[config.mk]
export PLATFORM = sky130hd
export DESIGN_NAME = rng_arbiter
export DESIGN_NICKNAME = d
export VERILOG_FILES = /design/src/rtl/rng_pkg.sv /design/src/rtl/rng_rr_pick.sv /design/src/rtl/rng_arbiter.sv
export SDC_FILE = /design/constraint.sdc
export NUM_CORES = 1
export LEC_CHECK = 0
export ABC_CLOCK_PERIOD_IN_PS = 1200
export BUFFER_PORTS_ARGS = -buffer_cell sky130_fd_sc_hd__buf_2
export CAP_MARGIN = 20
export CORE_AREA = 2 2 50 52
export CTS_CLUSTER_SIZE = 12
export DETAILED_ROUTE_END_ITERATION = 7
export DIE_AREA = 0 0 52 54
export GPL_TIMING_DRIVEN = 0
export PLACE_DENSITY = 0.71
export REMOVE_ABC_BUFFERS = 1
export SYNTH_ARGS = -nofsm -noshare
export SYNTH_HDL_FRONTEND = slang
export SYNTH_SLANG_ARGS = --single-unit
[constraint.sdc]
create_clock -name clk -period 1.2 [get_ports clk]
set_input_delay 0.06 -clock clk [delete_from_list [all_inputs] [get_ports clk]]
set_output_delay 0.06 -clock clk [all_outputs]
set_load 0.1 [all_outputs]
[src/rtl/rng_pkg.sv]
// rng_pkg: shared state enum, LFSR defaults and Galois step function
package rng_pkg;

    typedef enum logic {SEED, RUN} state_t;

    localparam int LFSR_W = 8;
    localparam logic [LFSR_W-1:0] TAPS_DEF = 8'hB8;
    localparam logic [LFSR_W-1:0] SEED_DEF = 8'd2;

    function automatic logic [LFSR_W-1:0] step(input logic [LFSR_W-1:0] s, input logic [LFSR_W-1:0] taps);
        return (s >> 1) ^ (s[0] ? taps : '0);
    endfunction

endpackage

[src/rtl/rng_rr_pick.sv]
// rng_rr_pick: one-hot winner pick; rotating priority when RNG_ROUND_ROBIN_EN is defined, else lowest index
module rng_rr_pick
    import rng_pkg::*;
#(
    parameter int NREQ = 4,
    parameter int PW   = $clog2(NREQ)
) (
    input  logic [NREQ-1:0] req,
`ifdef RNG_ROUND_ROBIN_EN
    input  logic [PW-1:0]   ptr,
`endif
    output logic [NREQ-1:0] gnt
);

`ifdef RNG_ROUND_ROBIN_EN
    logic [NREQ-1:0] rot, low;

    // rotate so the requester after the last winner sits at bit 0, take the lowest set bit, rotate back
    always_comb begin
        rot = NREQ'({req, req} >> (int'(ptr) + 1));
        low = rot & (~rot + NREQ'(1));
        gnt = NREQ'(({low, low} << (int'(ptr) + 1)) >> NREQ);
    end
`else
    // lowest asserted index wins
    assign gnt = req & (~req + NREQ'(1));
`endif

endmodule

[src/rtl/rng_arbiter.sv]
// rng_arbiter: seeds and free-runs a shared Galois LFSR, granting one word per cycle (RNG_ROUND_ROBIN_EN selects rotating priority)
module rng_arbiter
    import rng_pkg::*;
#(
    parameter int                NREQ         = 4,
    parameter int                WIDTH        = LFSR_W,
    parameter logic [WIDTH-1:0]  TAPS         = TAPS_DEF,
    parameter logic [WIDTH-1:0]  SEED_DEFAULT = SEED_DEF
) (
    input  logic             clk,
    input  logic             rst,
    input  logic [WIDTH-1:0] seed,
    input  logic             seed_load,
    input  logic [NREQ-1:0]  req,
    output logic [NREQ-1:0]  gnt,
    output logic [WIDTH-1:0] rnd,
    output logic             rnd_valid,
    output logic             seeding
);

    localparam int PW = $clog2(NREQ);

    state_t           state;
    logic [WIDTH-1:0] lfsr;
    logic [NREQ-1:0]  pick;

    assign seeding = (state == SEED);

`ifdef RNG_ROUND_ROBIN_EN
    logic [PW-1:0] ptr, win;

    rng_rr_pick #(.NREQ(NREQ), .PW(PW)) u_pick (.req(req), .ptr(ptr), .gnt(pick));

    // encode the one-hot winner for the pointer
    always_comb begin
        win = '0;
        for (int i = 0; i < NREQ; i++)
            if (pick[i]) win = PW'(i);
    end

    // pointer remembers the last winner and moves only on a grant
    always_ff @(posedge clk or negedge rst)
        if (!rst) ptr <= PW'(NREQ - 1);
        else if (state == RUN && !seed_load && |req) ptr <= win;
`else
    rng_rr_pick #(.NREQ(NREQ), .PW(PW)) u_pick (.req(req), .gnt(pick));
`endif

    // seeding FSM, free-running LFSR and registered grant outputs
    always_ff @(posedge clk or negedge rst)
        if (!rst) begin
            state     <= SEED;
            lfsr      <= SEED_DEFAULT;
            gnt       <= '0;
            rnd       <= '0;
            rnd_valid <= 1'b0;
        end else if (state == SEED) begin
            lfsr      <= (seed_load && seed != '0) ? seed : SEED_DEFAULT;
            gnt       <= '0;
            rnd_valid <= 1'b0;
            state     <= RUN;
        end else if (seed_load) begin
            gnt       <= '0;
            rnd_valid <= 1'b0;
            state     <= SEED;
        end else begin
            lfsr      <= step(lfsr, TAPS);
            gnt       <= pick;
            rnd_valid <= |req;
            if (|req) rnd <= lfsr;
        end

endmodule
==> results of run 1 <==
[placed cells by master (no fill, tap or decap)]
cell	netlist	final
clkbuf_1	1	1
buf_2	1	26
o21ai_1	0	2
nor4b_1	1	1
nor3_1	1	1
buf_4	0	5
a22o_1	1	1
mux2_4	0	4
dlygate4sd3_1	0	4
clkbuf_4	0	4
xnor2_1	3	3
and2_2	1	1
a32oi_1	1	1
mux2_2	12	8
a21oi_1	4	4
inv_1	2	2
dfstp_2	1	1
o21ai_0	5	3
buf_12	0	2
nand2_1	7	7
nor2_1	2	2
buf_6	0	1
mux2i_1	3	3
nor4_1	2	2
nor2_4	1	1
nand2b_4	1	1
dfrtp_2	0	1
dfrtp_1	21	20
nand2b_1	1	1
nor4_4	1	1
nor3b_1	1	1
[final cells by class]
type	count	area [um2]	area share (%)
clock buffers	4	26.3	2.04
inverters	2	7.51	0.583
multi-input cells	48	397	30.8
flip-flops and latches	22	553	43.0
well taps	30	37.5	2.92
repair buffers	39	267	20.7
[registers in the layout, indices dropped and copies added (netlist names)]
register,flops
lfsr,8
rnd,8
gnt,4
rnd_valid,1
state,1
[where the power goes]
part	total [mW]	switching (mW)	internal, mW
clock network	0.351	0.221	0.130
logic	1.04	0.770	0.273
registers	0.953	0.0829	0.870
[path summary, 6_finish.rpt]
| path | start | end | slack (ps) |
|---|---|---|---|
| hold / removal | seed[0] | lfsr[1] | 10 |
| max in group asynchronous | rst | state | 620 |
| min in group asynchronous | rst | lfsr[2] | 230 |
| setup reg to reg | state | rnd[3] | -9 |
| hold reg to reg | rnd[5] | rnd[5] | 510 |
| setup / recovery | state | rnd[3] | -9 |
[per-layer routing]
layer,GRT usage [%],vias to the layer above,wire (um)
met3,1.94,4,59
li1,-,342,-
met2,24.1,17,1050
met4,8.77,0,34
met5,0,-,0
met1,18.6,358,896
[timing repair]
item,4_1_cts,5_1_grt
endpoints found under the setup margin,17,14
buffers inserted,3,4
cloned,0,0
hold endpoints to repair,24,0
gates resized for setup,4,9
pin swaps,1,0
hold buffers,4,0
[critical path, stage by stage, from the launching register on]
cell	delay, ps
dfrtp_2	440
nand2b_4	90
nor2_4	100
buf_12	140
mux2_2	330
[logic make-up (layout without fill, tap and decap cells)]
kind of cell              count (synthesis)  after routing  synth area share, %
AOI/OAI and AO/OA                        11             11                 6.52
xor gates and xnor gates                  3              3                 2.74
buffers and inverters                     6             45                 2.74
DFF                                      22             22                 57.5
muxes                                    15             15                 17.2
and+or+nand+nor                          19             19                 13.3
[per-stage QoR]
stage	instance area, um2	instances	TNS (ps)	utilization, %	hold WS (ps)
after floorplan	941	72	-2750	-	-236
after global placement	1120	130	-3800	48.2	42.4
after detailed placement	1120	130	-3870	48.2	41.5
after CTS	1230	141	-4.97	53.1	20.5
after global routing	1290	145	-432	55.5	5.45
final	1290	145	-31.4	55.5	11.1
==> out/results.txt, run 1 <==
largest fanout on the critical path: 9
most common cell in the netlist: dfrtp_1
Clock transition at path regs: 120 ps
Via Count: 721
top cell type's share of synthesized area: 54.8%
vias in the first global route: 635
Final setup viols: 6
max-cap violations: 0
post-DR vias/cell: 4.97
# clock sinks: 22
number of buffers created by CTS: 3
Die W: 52 um
Yosys reg bits: 22
clock root buffer master: clkbuf_4
largest net degree at the start of global routing: 23
CTS H-tree depth: 1
row cnt: 18
maximum clock skew at final layout: 2.02 ps
slew of the pin with the lowest slew margin: 483 ps
CP Capture Type: register
Max Slew Vio Count: 0
Avg Inst Size Synth: 12.6 um2
crit path launch type: register
Starting Density: 41.4%
First-pass DRT Iterations: 4
port bufs: 28
drc violations: 0
violated checks: setup timing
kind of critical path: reg2reg
register area share after synthesis: 57.5%
commonest cells in the netlist: dfrtp_1, mux2_2, nand2_1
GRT overflow: 0
Final Power: 2.35 mW
final setup margin: -9.36 ps
IO Count: 29
clk buf depth: 2
Hold Vio Cnt, Final: 0
final period utilization: 101%
wire per inst: 14.1 um
RSZ-0062 raised after global routing: true
P_leak: 0.632 nW
max_slew headroom: 67.8%
Primary FF master, synth: dfrtp_1
number of warnings issued by yosys: 0
chip height: 54 um
FMAX: 827 MHz
core area: 0.00232 mm2
Distinct cells, synth: 24
Syn Std Cell Area: 960 um2
Fillers: 193
PwrDens: 1820 mW/mm2
Area Growth Syn to Fin: 34.2%
R2R depth: 4
Routed Antenna Nets: 0
CTS tree: done
required time worst endpoint: 1410 ps
ant diodes: 0
Async S/R FF share, synth: 100%
Arr. time, crit path: 1410 ps
Period minus WS final: 1210 ps
clock latency on the worst-skew pair: 310 ps
Detailed Route WL: 2.04 mm
initial antenna violation count: 0
placer congestion estimate: 0.698
GRT Util Overall: 14.7%
fin nets: 131
first-pass GRT wire length: 2.93 mm
hold depth: 4
Iter 0 DRT Violations: 7
Die ar.: 0.00281 mm2
Yosys top cell by area: dfrtp_1
Cells after Synth: 76
maximum vdd drop: 1.16 mV
Min-Delay Path Class: in2reg
Post-Place Worst Slack: -420 ps
share of cells above drive strength 1: 48.7%
Post-synth EDFFs: 0
outcome: finished, violations left
synth top area cells: dfrtp_1, mux2_2, mux2i_1
Note: power is estimated with default switching activity, not from simulation.
==> run 2: changes to the inputs <==
--- a/config.mk
+++ b/config.mk
@@ -14,6 +14,7 @@
 export DIE_AREA = 0 0 52 54
 export GPL_TIMING_DRIVEN = 0
 export PLACE_DENSITY = 0.71
+export RECOVER_POWER = 25
 export REMOVE_ABC_BUFFERS = 1
 export SYNTH_ARGS = -nofsm -noshare
 export SYNTH_HDL_FRONTEND = slang
==> run 2 against run 1 <==
Against the previous run:
- the run still ends with setup timing left
- maximum frequency is the same
- total power is essentially flat
- count of clock-buffer cells in the layout is the same
==> out/results.txt, run 2 (synthesis results as in run 1) <==
Final setup viols: 6
PwrDens: 1820 mW/mm2
ant diodes: 0
largest net degree at the start of global routing: 23
max_slew headroom: 64.2%
RSZ-0062 raised after global routing: true
chip height: 54 um
Slowest-stage cell, CP: dfrtp_2
largest fanout on the critical path: 9
share of cells above drive strength 1: 48.7%
Iter 0 DRT Violations: 7
vias in the first global route: 635
wire per inst: 14.1 um
Util after Layout: 55.5%
Via Count: 721
Worst Hold Slack: 11.1 ps
Die ar.: 0.00281 mm2
slew of the pin with the lowest slew margin: 537 ps
Arr. time, crit path: 1410 ps
max-cap violations: 0
final setup margin: -9.36 ps
crit path launch type: register
Starting Density: 41.4%
GRT Util Overall: 14.7%
initial antenna violation count: 0
Reg2Reg Capture Point: rnd[3]
first-pass GRT wire length: 2.93 mm
maximum clock skew at final layout: 2.02 ps
Area Growth Syn to Fin: 34.2%
port bufs: 28
Final Power: 2.35 mW
First-pass DRT Iterations: 4
FF-to-FF setup slack: -9 ps
core area: 0.00232 mm2
CTS tree: done
# clock sinks: 22
hold depth: 4
FMAX: 827 MHz
Die W: 52 um
kind of critical path: reg2reg
Max Slew Vio Count: 0
fin nets: 131
most common cell after layout, fill and taps aside: buf_2
number of buffers created by CTS: 3
leading cell types in the layout, fill and taps excluded: buf_2, dfrtp_1, mux2_2, nand2_1, buf_4
CP Capture Type: register
HP Start: seed[0]
Detailed Route WL: 2.04 mm
required time worst endpoint: 1410 ps
Period minus WS final: 1210 ps
clock latency on the worst-skew pair: 310 ps
clk buf depth: 2
Hold Vio Cnt, Final: 0
R2R depth: 4
P_leak: 0.632 nW
Min-Delay Path Class: in2reg
row cnt: 18
drc violations: 0
FF-to-FF Start: state
setup_tns: -31.4 ps
clock root buffer master: clkbuf_4
GRT overflow: 0
violated checks: setup timing
maximum vdd drop: 1.16 mV
final period utilization: 101%
Hold Path Sink: lfsr[1]
outcome: finished, violations left
CTS H-tree depth: 1
Clock transition at path regs: 120 ps
worst-path cell chain: nand2b_4 > nor2_4 > buf_12 > mux2_2
crit-path max cell delay: 440 ps
placer congestion estimate: 0.698
IO Count: 29
final instance area: 0.00129 mm2
Routed Antenna Nets: 0
post-DR vias/cell: 4.97
Placement Cell Area: 0.00112 mm2
largest registers: lfsr x8, rnd x8, gnt x4
## run 2: cell count changes in the layout (fill, tap and decap cells not counted)
cell,before,now
clkbuf_2,0,1
buf_2,26,25
## run 2: metrics by stage
step,std cells,setup WS [ps]
finish,145,-9.36
floorplan,72,-473
global placement,130,-412
CTS,141,-3.94
global route,145,-58.8
detailed placement,130,-420
## run 2: area by class of cell
cell class	count	area [um2]
timing repair buffer	39	267
multi-input combinational	48	397
tap	30	37.5
clock buffer	4	26.3
sequential	22	553
inverter	2	7.51
fill	193	1030
## run 2: worst max-delay path, delay by kind of cell, from the launching register on
family	cells	cell delay, ps
AND/OR/NAND/NOR	2	190
buffers and inverters	1	140
multiplexers	1	330
flip-flops	1	440
## run 2: how the worst max path moves through the flow
stage          startpoint      end  slack [ps]  depth (start not counted)
6_report            state   rnd[3]          -9                          4
3_5_place_dp        state   rnd[1]        -420                          3
2_1_floorplan       state  lfsr[0]        -470                          3
3_3_place_gp        state   rnd[1]        -410                          3
4_1_cts             state   rnd[7]          -4                          4
5_1_grt             state   rnd[3]         -60                          4
## run 2: repair_timing
item,in CTS,in global routing
endpoints found under the setup margin,17,14
buffers inserted,3,4
gates resized for setup,4,9
hold buffers,4,0
pin swaps,1,0
hold endpoints to repair,24,0
## run 2: power breakdown
part | internal, mW | total, mW | switching [mW]
clock | 0.130 | 0.351 | 0.221
sequential | 0.870 | 0.953 | 0.0830
combinational | 0.273 | 1.04 | 0.770
## run 2: metal layers
metal	GRT usage [%]	vias to the layer above	wire, um
li1	-	342	-
met1	18.6	358	895
met2	24.1	17	1050
met3	1.94	4	59
met4	8.77	0	34
met5	0	-	0
